**src/rtl/axi4lite_cmd_master.sv**
```systemverilog
// Single-outstanding AXI4-Lite master: each accepted command becomes one AXI4-Lite write or
// read, and its outcome is returned on the response channel before the next command is taken.
module axi4lite_cmd_master #(
  parameter int unsigned ADDR_WIDTH = 8
) (
  input  logic                  aclk,
  input  logic                  areset,
  input  logic                  cmd_valid,
  output logic                  cmd_ready,
  input  logic                  cmd_we,
  input  logic [ADDR_WIDTH-1:0] cmd_addr,
  input  logic [31:0]           cmd_wdata,
  input  logic [3:0]            cmd_wstrb,
  output logic                  rsp_valid,
  input  logic                  rsp_ready,
  output logic                  rsp_we,
  output logic [31:0]           rsp_rdata,
  output logic                  rsp_err,
  output logic                  awvalid,
  input  logic                  awready,
  output logic [ADDR_WIDTH-1:0] awaddr,
  output logic [2:0]            awprot,
  output logic                  wvalid,
  input  logic                  wready,
  output logic [31:0]           wdata,
  output logic [3:0]            wstrb,
  input  logic                  bvalid,
  output logic                  bready,
  input  logic [1:0]            bresp,
  output logic                  arvalid,
  input  logic                  arready,
  output logic [ADDR_WIDTH-1:0] araddr,
  output logic [2:0]            arprot,
  input  logic                  rvalid,
  output logic                  rready,
  input  logic [31:0]           rdata,
  input  logic [1:0]            rresp
);

  localparam logic [2:0] IDLE    = 3'd0;
  localparam logic [2:0] WR      = 3'd1;
  localparam logic [2:0] WR_RESP = 3'd2;
  localparam logic [2:0] RD_ADDR = 3'd3;
  localparam logic [2:0] RD_DATA = 3'd4;
  localparam logic [2:0] RSP     = 3'd5;

  logic [2:0]            state_q, state_d;
  logic                  awvalid_q, awvalid_d;
  logic                  wvalid_q, wvalid_d;
  logic                  arvalid_q, arvalid_d;
  logic [ADDR_WIDTH-1:0] awaddr_q, awaddr_d;
  logic [ADDR_WIDTH-1:0] araddr_q, araddr_d;
  logic [31:0]           wdata_q, wdata_d;
  logic [3:0]            wstrb_q, wstrb_d;
  logic [31:0]           rsp_rdata_q, rsp_rdata_d;
  logic                  rsp_we_q, rsp_we_d;
  logic                  rsp_err_q, rsp_err_d;
  logic                  aw_done, w_done;

  // A channel counts as done once its valid has dropped or its handshake happens this cycle.
  assign aw_done = !awvalid_q || awready;
  assign w_done  = !wvalid_q || wready;

  always_comb begin
    state_d     = state_q;
    awvalid_d   = awvalid_q;
    wvalid_d    = wvalid_q;
    arvalid_d   = arvalid_q;
    awaddr_d    = awaddr_q;
    araddr_d    = araddr_q;
    wdata_d     = wdata_q;
    wstrb_d     = wstrb_q;
    rsp_rdata_d = rsp_rdata_q;
    rsp_we_d    = rsp_we_q;
    rsp_err_d   = rsp_err_q;
    case (state_q)
      IDLE: begin
        if (cmd_valid) begin
          awaddr_d = cmd_addr;
          araddr_d = cmd_addr;
          wdata_d  = cmd_wdata;
          wstrb_d  = cmd_wstrb;
          if (cmd_we) begin
            awvalid_d = 1'b1;
            wvalid_d  = 1'b1;
            state_d   = WR;
          end else begin
            arvalid_d = 1'b1;
            state_d   = RD_ADDR;
          end
        end
      end
      WR: begin
        if (awready) awvalid_d = 1'b0;
        if (wready)  wvalid_d  = 1'b0;
        if (aw_done && w_done) state_d = WR_RESP;
      end
      WR_RESP: begin
        if (bvalid) begin
          rsp_err_d   = (bresp != 2'b00);
          rsp_we_d    = 1'b1;
          rsp_rdata_d = '0;
          state_d     = RSP;
        end
      end
      RD_ADDR: begin
        if (arready) begin
          arvalid_d = 1'b0;
          state_d   = RD_DATA;
        end
      end
      RD_DATA: begin
        if (rvalid) begin
          rsp_rdata_d = rdata;
          rsp_err_d   = (rresp != 2'b00);
          rsp_we_d    = 1'b0;
          state_d     = RSP;
        end
      end
      RSP: begin
        if (rsp_ready) state_d = IDLE;
      end
      default: state_d = IDLE;
    endcase
  end

  always_ff @(posedge aclk or posedge areset) begin
    if (areset) begin
      state_q     <= IDLE;
      awvalid_q   <= 1'b0;
      wvalid_q    <= 1'b0;
      arvalid_q   <= 1'b0;
      awaddr_q    <= '0;
      araddr_q    <= '0;
      wdata_q     <= '0;
      wstrb_q     <= '0;
      rsp_rdata_q <= '0;
      rsp_we_q    <= 1'b0;
      rsp_err_q   <= 1'b0;
    end else begin
      state_q     <= state_d;
      awvalid_q   <= awvalid_d;
      wvalid_q    <= wvalid_d;
      arvalid_q   <= arvalid_d;
      awaddr_q    <= awaddr_d;
      araddr_q    <= araddr_d;
      wdata_q     <= wdata_d;
      wstrb_q     <= wstrb_d;
      rsp_rdata_q <= rsp_rdata_d;
      rsp_we_q    <= rsp_we_d;
      rsp_err_q   <= rsp_err_d;
    end
  end

  assign cmd_ready = (state_q == IDLE);
  assign bready    = (state_q == WR_RESP);
  assign rready    = (state_q == RD_DATA);
  assign rsp_valid = (state_q == RSP);
  assign awvalid   = awvalid_q;
  assign wvalid    = wvalid_q;
  assign arvalid   = arvalid_q;
  assign awaddr    = awaddr_q;
  assign araddr    = araddr_q;
  assign wdata     = wdata_q;
  assign wstrb     = wstrb_q;
  assign awprot    = 3'b000;
  assign arprot    = 3'b000;
  assign rsp_rdata = rsp_rdata_q;
  assign rsp_we    = rsp_we_q;
  assign rsp_err   = rsp_err_q;

endmodule
```
**config.mk**
```make
export PLATFORM = sky130hd
export DESIGN_NAME = axi4lite_cmd_master
export DESIGN_NICKNAME = d
export VERILOG_FILES = /design/src/rtl/axi4lite_cmd_master.sv
export SDC_FILE = /design/constraint.sdc
export NUM_CORES = 1
export LEC_CHECK = 0
export BUFFER_PORTS_ARGS = -buffer_cell sky130_fd_sc_hd__buf_4
export CORE_MARGIN = 5
export CORE_UTILIZATION = 48
export CTS_CLUSTER_DIAMETER = 40
export DETAILED_ROUTE_END_ITERATION = 10
export GPL_TIMING_DRIVEN = 0
export PLACE_DENSITY = 0.85
export SLEW_MARGIN = 25
export SYNTH_ARGS = -nofsm -noshare
export SYNTH_HDL_FRONTEND = slang
export SYNTH_SLANG_ARGS = --single-unit
```
**constraint.sdc**
```tcl
create_clock -name aclk -period 8.46 [get_ports aclk]
set_clock_uncertainty 0.15 [all_clocks]
set_input_delay 2.115 -clock aclk [delete_from_list [all_inputs] [get_ports aclk]]
set_output_delay 2.115 -clock aclk [all_outputs]
set_load 0.03 [all_outputs]
```
# Word-level counts from Yosys, hierarchy flattened
# Cells that the tools add are included.
[totals]
mem_count = 0
latch_bits = 0
word_cells = 69
inputBits = 90
ramBits = 0
rom_bits = 0
out_inout_bits = 99
reg_bits = 84
[op_classes]
multipliers = 0
n_reduce_logical = 17
mux = 27
eq_ne = 15
n_div = 0
bitwise = 0
shift = 0
add_sub_neg = 0
n_lt_le_gt_ge = 0
[ops]
columns = ["operator", "count"]
rows = [
  ["2-to-1 mux 32 bit", 2],
  ["one-hot mux 32 bit (2 select lines)", 1],
  ["2-to-1 mux 3 bit", 6],
  ["one-hot mux 3 bit (6 select lines)", 1],
  ["inequality test 2 bit, second input constant", 8],
  ["AND reduction 4 bit", 3],
  ["2-to-1 mux 1 bit", 11],
  ["one-hot mux 1 bit (2 select lines)", 5],
  ["nonzero test 2 bit", 5],
  ["== test 3 x 2 -> 1 bit, second input constant", 2],
  ["== test 3 bit, second input constant", 2],
  ["AND reduction 6 bit", 1],
  ["inequality test 2 x 1 -> 1 bit, second input constant", 2],
  ["== test 3 x 1 -> 1 bit, second input constant", 1],
  ["logical NOT 3 bit", 1],
  ["AND reduction 3 bit", 1],
  ["logical NOT 1 bit", 2],
  ["logical OR 1 bit", 2],
  ["2-to-1 mux 2 bit", 1],
  ["AND reduction 2 bit", 1],
  ["logical AND 1 bit", 1],
]

# Depth between registers and ports, before layout
# Gate-level depths: netlist (run 1).
[depth]
ltp_word = 5
depth_mapped = 6
ltp_nobuf = 4

# Worst setup path before layout (run 1)
# No wires, ideal clock.
[synth_path]
kind = "register to output"
startpoint = "reg state_q[0]"
endpoint = "out cmd_ready"
required_time_ps = 6195
path_stages_with_launch = 4
arrival_time_ps = 1399
n_path_buf = 2
path_slack_ps = 4796
path_cell_list = "dfrtp_1 > buf_6 > buf_2 > nor3_1"
[synth_via]
elab_chain_cells = 1
[synth_lines]
columns = ["item", "line", "rtl"]
rows = [
  ["from (decl)", "47", "logic [2:0] state_q, state_d;"],
  ["from (signal assigned)", "141", "state_q <= state_d;"],
  ["logical NOT 3 bit", "155", "assign cmd_ready = (state_q == IDLE);"],
  ["to (decl)", "9", "output logic cmd_ready,"],
]
# Every way passes these cells.

# Worst setup path in the final report (run 1)
# Same ends and word-level chain as after synthesis.

==> impl_metrics.json, run 1 <==
{
  "setup_viol": 0,
  "grt_setup_unrepaired": "false",
  "seq_area_frac_synth_pct": 59.0,
  "cts_root_buf": "clkbuf_8",
  "core_area_mm2": 0.00725,
  "power.leakage_nw": 2.67,
  "synthToLayoutAreaGrowth_pct": 48.8,
  "crit_arrival_ps": 1490,
  "post-route-min-period_ps": 3750,
  "cts_tree": "done",
  "diodes": 0,
  "rows": 31,
  "wl_per_cell_um": 17.0,
  "drive_above_1_share_pct": 61.6,
  "holdCritStartpoint": "rsp_rdata[12]",
  "nFillCells": 516,
  "crit_required_ps": 6200,
  "post-route-drc-count": 0,
  "io_pins": 189,
  "die_area_mm2": 0.00925,
  "report.final.slew_viol_count": 0,
  "viasPerCell": 4.93,
  "grt_pass1_wl_um": 14200,
  "min_path_type": "reg2reg",
  "syn_inst": 252,
  "total_power_mw": 2.28,
  "cp-startpoint": "state_q[0]",
  "fmax_mhz": 267,
  "nets": 541,
  "grt.total_usage_pct": 20.0,
  "vdd_drop_max_v": 0.000191,
  "hold_violations": 0,
  "end_kind": "primary output",
  "r2r_start": "state_q[1]",
  "grt_antenna_before_repair": 0,
  "path_class": "reg2out",
  "yosysWarnings": 0,
  "finalCritPeriodShare_pct": 44.3,
  "grt_max_degree": 54,
  "clock_latency_ps": 340,
  "maxCapViolCount": 0,
  "die_h_um": 96.2,
  "detailedRoute.firstPassIterationCount": 6,
  "start_util_pct": 49.1,
  "setup_tns_ps": 0,
  "ys_ff_latch": 84,
  "place_inst": 539,
  "postCtsSetupRepairBufs": 0,
  "powerDensity_mw_per_mm2": 431,
  "worst_hold_slack_ps": 357,
  "clock_sinks": 84,
  "drtAntennaViolNets": 0,
  "finalNonFillerCells": 555,
  "syn_area_mm2": 0.00356,
  "synth_cell_types": 38,
  "cp-start-kind": "flip-flop",
  "cts_buffers": 9,
  "cp_max_fo": 10,
  "layout_commonest_cell": "buf_4",
  "cts_buffer_depth": 2,
  "status": "finished, final reports clean",
  "clk_pin_slew_ps": 90,
  "wl_um": 9450,
  "numPortBuffers": 182,
  "layout_common_cells": "buf_4, dfrtp_1, mux2_2",
  "dieWidth_um": 96.2,
  "cts_hold_buf": 0,
  "routabilityCongestion": 0.857,
  "grt_overflow": 0,
  "htree_levels": 3,
  "drt-initial-drc-count": 96,
  "via_count": 2738,
  "dp_hpwl_um": 7440,
  "syn_area_per_cell_um2": 14.1,
  "grt_pass1_vias": 2756,
  "cts_resized": 0
}
==> cell families (layout without fill, tap and decap cells) <==
group	count (synthesis)	in the layout	share of synthesized area (%)
multiplexers	46	46	14.6
flip-flops	84	84	59.0
other	1	6	0.105
AND/OR/NAND/NOR	35	35	5.90
AO/OA/AOI/OAI	52	52	11.9
buffers and inverters	34	233	8.53
==> power breakdown <==
| part | switching [mW] | internal [mW] | leakage, nW | total (mW) |
|---|---|---|---|---|
| clock | 0.148 | 0.139 | 0.0935 | 0.287 |
| sequential | 0.109 | 0.593 | 1.04 | 0.702 |
| combinational | 0.729 | 0.566 | 1.54 | 1.29 |
==> critical path, stage by stage, from the launching register on <==
cell and delay [ps]:
dfrtp_1 410, buf_6 150, buf_2 180, nor3_1 210, buf_4 190
==> metrics by stage <==
step / setup WS, ps / util (%) / area [um^2]
after global placement: 3120 / 69.9 / 5070
after CTS: 4700 / 73.1 / 5300
after global routing: 4610 / 73.1 / 5300
after floorplan: 4030 / - / 3580
final: 4710 / 73.1 / 5300
after detailed placement: 5010 / 70.3 / 5100
==> registers in the layout, indices dropped and copies added (netlist names), 3 cells and up <==
signal	count
rsp_rdata	32
wdata	32
araddr	8
wstrb	4
state_q	3
==> layer usage <==
metal  GRT usage, %  up-vias  wire length (um)
met2           34.2      119              4810
met5              0        -                 0
li1               -     1283                 -
met3           5.24       12               838
met4           6.52        0               156
met1           24.6     1324              3640
==> path summary, 6_finish.rpt <==
kind | to | slack (ps) | cells past startpoint
min in group asynchronous | wdata[7] | 1620 | 2
max in group asynchronous | wdata[22] | 5930 | 3
min | rsp_rdata[12] | 360 | 1
max reg2reg | wdata[9] | 6700 | 5
min reg2reg | rsp_rdata[12] | 360 | 1
max | cmd_ready | 4710 | 4
==> Yosys cell counts <==
library cell  number  share of area (%)
nor3_1             4               0.56
a211oi_2           1               0.35
nor2_1             6               0.63
a21o_4             1               0.42
buf_4             14                2.9
nor2b_1            3               0.53
o21ai_1            1               0.14
buf_2              5               0.70
nand2_1            8               0.84
or2_0              1               0.18
and2b_2            1               0.25
buf_12             4                2.2
mux2_2            44                 14
clkbuf_1           1               0.11
mux2i_1            1               0.28
nand2b_1           1               0.18
buf_6              7                2.2
o31ai_1            1               0.21
a211oi_1           1               0.21
nor4b_2            1               0.42
o221a_2            1               0.32
nand2_4            1               0.32
and3b_1            1               0.25
or2b_1             1               0.21
nor3b_1            1               0.21
inv_1              3               0.32
a311o_1            1               0.28
a31oi_1            1               0.18
conb_1             1               0.11
a21oi_1            6               0.84
nor3_2             1               0.28
and2_1             1               0.18
nor4b_1            3               0.74
dfrtp_1           84                 59
o21ai_0            4               0.56
a22o_1            34                8.4
mux2_4             1               0.42
nand3_1            1               0.14
==> layout make-up <==
cell class	instances	area, um^2	share of cell area [%]
Buffer	31	293	5.52
Sequential cell	84	2100	39.7
Tap cell	99	124	2.34
Inverter	3	13.8	0.260
Clock inverter	6	71.3	1.35
Timing Repair Buffer	183	1390	26.3
Multi-Input combinational cell	139	1180	22.2
Clock buffer	10	128	2.41
(Power assumes the default switching activity.)
==> inputs of run 2 (changes only) <==
- ABC_AREA: default -> 1
- CORE_UTILIZATION: 48 -> 41
- PLACE_DENSITY: 0.85 -> 0.77
- clock period: 8.46 -> 3.21 ns (I/O delays scaled with it)
==> impl_metrics.json, run 2 <==
{
  "status": "finished, final reports clean",
  "die_area_mm2": 0.0108,
  "powerDensity_mw_per_mm2": 1120,
  "wl_um": 9830,
  "async_flop_share_pct": 100,
  "path_class": "reg2out",
  "grt.total_usage_pct": 18.4,
  "yosysMostFrequentCell": "nand2_1",
  "cpPeakStageDelay_ps": 380,
  "finalInstanceArea_mm2": 0.00541,
  "yosysWarnings": 0,
  "synth_edf_count": 0,
  "fin_ws_ps": 821,
  "power.leakage_nw": 3.16,
  "cp_slowest_cell": "dfrtp_1",
  "post-route-drc-count": 0,
  "yosysTopAreaCell": "dfrtp_1",
  "cts_tree": "done",
  "grt_overflow": 0,
  "cp-start-kind": "flip-flop",
  "cp_max_fo": 8,
  "wl_per_cell_um": 13.4,
  "routabilityCongestion": 0.796,
  "cp-startpoint": "state_q[0]",
  "syn_inst": 420,
  "core_area_mm2": 0.00864,
  "htree_levels": 3,
  "crit_arrival_ps": 1440,
  "io_pins": 189,
  "numPortBuffers": 182,
  "dp_hpwl_um": 7590,
  "nFillCells": 765,
  "seq_area_frac_synth_pct": 58.4,
  "postCtsSetupRepairBufs": 0,
  "worst_r2r_endpoint": "rsp_rdata[2]",
  "report.final.slew_viol_count": 0,
  "die_h_um": 104,
  "layout_commonest_cell": "nand2_1",
  "viasPerCell": 4.50,
  "cts_buffers": 9,
  "grt_pass1_wl_um": 16400,
  "grt_setup_unrepaired": "false",
  "nets": 709,
  "diodes": 0,
  "syn_area_per_cell_um2": 8.57,
  "grt_pass1_vias": 3356,
  "clk_pin_slew_ps": 90,
  "setup_viol": 0,
  "synthToLayoutAreaGrowth_pct": 50.2,
  "end_kind": "primary output",
  "detailedRoute.firstPassIterationCount": 4,
  "placed_cell_area_mm2": 0.00515,
  "start_util_pct": 41.7,
  "syn_area_mm2": 0.00360,
  "synth_area_leaders": "dfrtp_1, nand2_1, buf_4",
  "post-route-min-period_ps": 2390,
  "yosysTopAreaCellShare_pct": 58.4,
  "synth_cell_types": 24,
  "ys_ff_latch": 84,
  "r2r_start": "state_q[0]",
  "fmax_mhz": 419,
  "drt-initial-drc-count": 66,
  "worst_r2r_path_depth": 7,
  "drive_above_1_share_pct": 40.1,
  "crit_required_ps": 2260,
  "path_cells": "buf_6, inv_1, nand2_1, nor2_2, buf_4",
  "cts_buffer_depth": 2,
  "dpl_worst_slack_ps": 1220,
  "clock_latency_ps": 350,
  "dieWidth_um": 104,
  "clock_sinks": 84,
  "grt_antenna_before_repair": 0,
  "finalCritPeriodShare_pct": 74.4,
  "layout_common_cells": "nand2_1, buf_4, dfrtp_1",
  "cts_root_buf": "clkbuf_8",
  "rows": 34,
  "min_path_type": "in2async",
  "vdd_drop_max_v": 0.000576,
  "cts_hold_buf": 0,
  "drtAntennaViolNets": 0,
  "cts_resized": 0,
  "ys.flop_type": "dfrtp_1",
  "rrSetupSlack_ps": 1600,
  "synth_common_cells": "nand2_1, dfrtp_1, buf_4",
  "via_count": 3292,
  "grt_max_degree": 53,
  "maxCapViolCount": 0,
  "hold_violations": 0
}
run 2: cell types whose count changed in the layout (fill, tap and decap cells not counted), sizes merged, moves of 5 or more:
cell / delta
nand3: +7
a22o: -34
nor2: +5
nor3: -5
mux2: -45
nand2: +248
inv: +12
run 2: where the power goes:
group          total (mW)  internal, mW  switching (mW)
Clock               0.949         0.563           0.386
Sequential           1.85          1.55           0.298
Combinational        3.25          1.20            2.05
Total                6.04          3.31            2.73
run 2: layer usage:
layer / share of wire (%) / vias up / track usage, %
met3: 5.8 / 18 / 4.91
li1: - / 1640 / -
met4: 2.3 / 0 / 6.48
met5: 0 / - / 0
met2: 50 / 114 / 31.2
met1: 42 / 1520 / 22.4
run 2: area by class of cell:
class / count / area, um^2 / share of cell area [%]
buffer: 31 / 256 / 4.74
clock buffer: 11 / 151 / 2.80
clock inverter: 5 / 106 / 1.97
inverter: 16 / 65.1 / 1.20
multi-input combinational: 294 / 1200 / 22.1
sequential: 84 / 2100 / 38.9
tap: 108 / 135 / 2.50
timing repair buffer: 183 / 1390 / 25.8
run 2: cell families (layout without fill, tap and decap cells):
kind of cell	count (synthesis)	after routing	share of synthesized area, %
flip-flops	84	84	58.4
other	1	6	0.104
AND/OR/NAND/NOR	281	281	31.6
AO/OA/AOI/OAI	7	7	0.973
buffers and inverters	47	246	8.87
run 2: how the worst max path moves through the flow:
stage / depth (start not counted) / to
6_report: 5 / cmd_ready
3_3_place_gp: 2 / wstrb[0]
2_1_floorplan: 1 / araddr[0]
4_1_cts: 5 / cmd_ready
3_5_place_dp: 5 / cmd_ready
5_1_grt: 5 / cmd_ready
run 2: critical path, delay by kind of cell, from the launching register on:
kind	cells	cell delay, ps
DFF	1	380
and+or+nand+nor	2	240
buffers and inverters	3	460
run 2: through the flow:
step / TNS (ps) / power, mW / utilization [%] / cells / hold WS, ps
floorplan: 0 / 3.89 / - / 425 / 422
global placement: -72290 / 5.06 / 59.3 / 715 / 306
detailed placement: 0 / 5.15 / 59.6 / 716 / 309
CTS: 0 / 6.11 / 62.6 / 732 / 309
global route: 0 / 6.44 / 62.6 / 732 / 336
finish: 0 / 6.04 / 62.6 / 732 / 306
==> inputs of run 3 (changes only) <==
- clock period: 3.21 -> 2 ns (I/O delays scaled with it)
==> impl_metrics.json, run 3 (same netlist as run 2, synthesis figures left out) <==
{
  "drive_above_1_share_pct": 40.9,
  "status": "finished, final reports clean",
  "clock_sinks": 84,
  "swShare_pct": 46.1,
  "nFillCells": 770,
  "grt.total_usage_pct": 18.1,
  "final_core_util_pct": 63.1,
  "synthToLayoutAreaGrowth_pct": 51.4,
  "critPathBufInv": 2,
  "path_cells": "inv_2, nand2_2, nor2_4, buf_6",
  "clk_pin_slew_ps": 80,
  "crit_arrival_ps": 1290,
  "vdd_drop_max_v": 0.000996,
  "finalCritPeriodShare_pct": 97.2,
  "clock_latency_ps": 340,
  "grt_max_degree": 33,
  "die_area_mm2": 0.0108,
  "cp_max_fo": 5,
  "nets": 716,
  "crit_required_ps": 1350,
  "viasPerCell": 4.50,
  "power.share.clock_pct": 12.5,
  "min_path_type": "in2reg",
  "numPortBuffers": 182,
  "p_sw_mw": 4.38,
  "die_h_um": 104,
  "report.final.slew_viol_count": 0,
  "cts_buffer_depth": 2,
  "io_pins": 189,
  "rows": 34,
  "grt_antenna_before_repair": 0,
  "wl_um": 9750,
  "post-route-min-period_ps": 1940,
  "maxCapViolCount": 0,
  "cp_slowest_cell": "dfrtp_2",
  "core_area_mm2": 0.00864,
  "cpPeakStageDelay_ps": 460,
  "placed_cell_area_mm2": 0.00519,
  "detailedRoute.firstPassIterationCount": 4,
  "grt_pass1_vias": 3364,
  "htree_levels": 3,
  "dieWidth_um": 104,
  "hold_violations": 0,
  "cts_tree": "done",
  "grt_overflow": 0,
  "dp_hpwl_um": 7640,
  "pwr-share-seq_pct": 31.2,
  "diodes": 0,
  "internal_power_mw": 5.11,
  "worst_hold_slack_ps": 204,
  "via_count": 3324,
  "grt_setup_unrepaired": "true",
  "cp_top_family": "flip-flops",
  "drt-initial-drc-count": 62,
  "path_class": "reg2out",
  "cp-start-kind": "flip-flop",
  "routabilityCongestion": 0.796,
  "setup_viol": 0,
  "layout_common_cells": "nand2_1, buf_4, dfrtp_1",
  "power.leakage_nw": 3.17,
  "wl_per_cell_um": 13.2,
  "cts_buffers": 9,
  "start_util_pct": 41.7,
  "layout_commonest_cell": "nand2_1",
  "post-route-drc-count": 0,
  "drtAntennaViolNets": 0,
  "fmax_mhz": 514,
  "powerDensity_mw_per_mm2": 1740,
  "combinationalPowerShare_pct": 56.3,
  "cts_root_buf": "clkbuf_8",
  "end_kind": "primary output",
  "grt_pass1_wl_um": 16300,
  "finalInstanceArea_mm2": 0.00545
}
[run 3: tightest hold or removal path, cell delays in order]
cell     delay [ps]
buf_4            70
nand2_1          40
nand2_1          50
[run 3: repair_timing]
item,CTS,global route
pin swaps,0,2
hold endpoints to repair,6,0
gates resized for setup,3,6
setup buffers,0,4
endpoints found under the setup margin,1,3
hold buffers,1,0
[run 3: per-layer routing]
metal | global-route usage (%) | wire, um
met1 | 22.5 | 3870
met2 | 30.7 | 5070
met3 | 4.54 | 654
met4 | 6.20 | 154
met5 | 0 | 0
[run 3: final timing paths]
check / endpoint / depth (start not counted) / from / slack [ps]
min in group asynchronous: rsp_rdata[18] / 3 / areset / 500
max: cmd_ready / 4 / state_q[1] / 60
min reg2reg: wdata[24] / 2 / wdata[24] / 330
min: wdata[11] / 3 / cmd_wdata[11] / 200
max in group asynchronous: rsp_rdata[23] / 5 / areset / 630
max reg2reg: rsp_rdata[27] / 11 / state_q[2] / 330
[run 3: power by group through the flow]
| stage | Sequential (mW) | Combinational, mW | Clock, mW |
|---|---|---|---|
| 2_1_floorplan | 4.42 | 1.82 | 0 |
| 3_3_place_gp | 2.96 | 5.16 | 0 |
| 3_5_place_dp | 2.99 | 5.28 | 0 |
| 4_1_cts | 2.97 | 5.31 | 1.23 |
| 5_1_grt | 3.07 | 5.76 | 1.30 |
| 6_report | 2.96 | 5.34 | 1.18 |
[run 3: stage by stage]
step | power, mW | cells | setup slack [ps] | setup TNS, ps
finish | 9.49 | 739 | 55.6 | 0
detailed placement | 8.27 | 718 | 304 | 0
floorplan | 6.25 | 425 | 356 | 0
CTS | 9.51 | 735 | 0.953 | 0
global route | 10.1 | 739 | -8.92 | -15.1
global placement | 8.12 | 715 | -179 | -14670
[run 3: layout make-up]
class                      instances  area, um^2  area share (%)
sequential                        84        2100            38.6
multi-input combinational        294        1210            22.1
clock buffer                      12         145            2.66
inverter                          16        71.3            1.31
buffer                            31         256            4.71
tap                              108         135            2.48
timing repair buffer             190        1480            27.2
clock inverter                     4        48.8           0.896
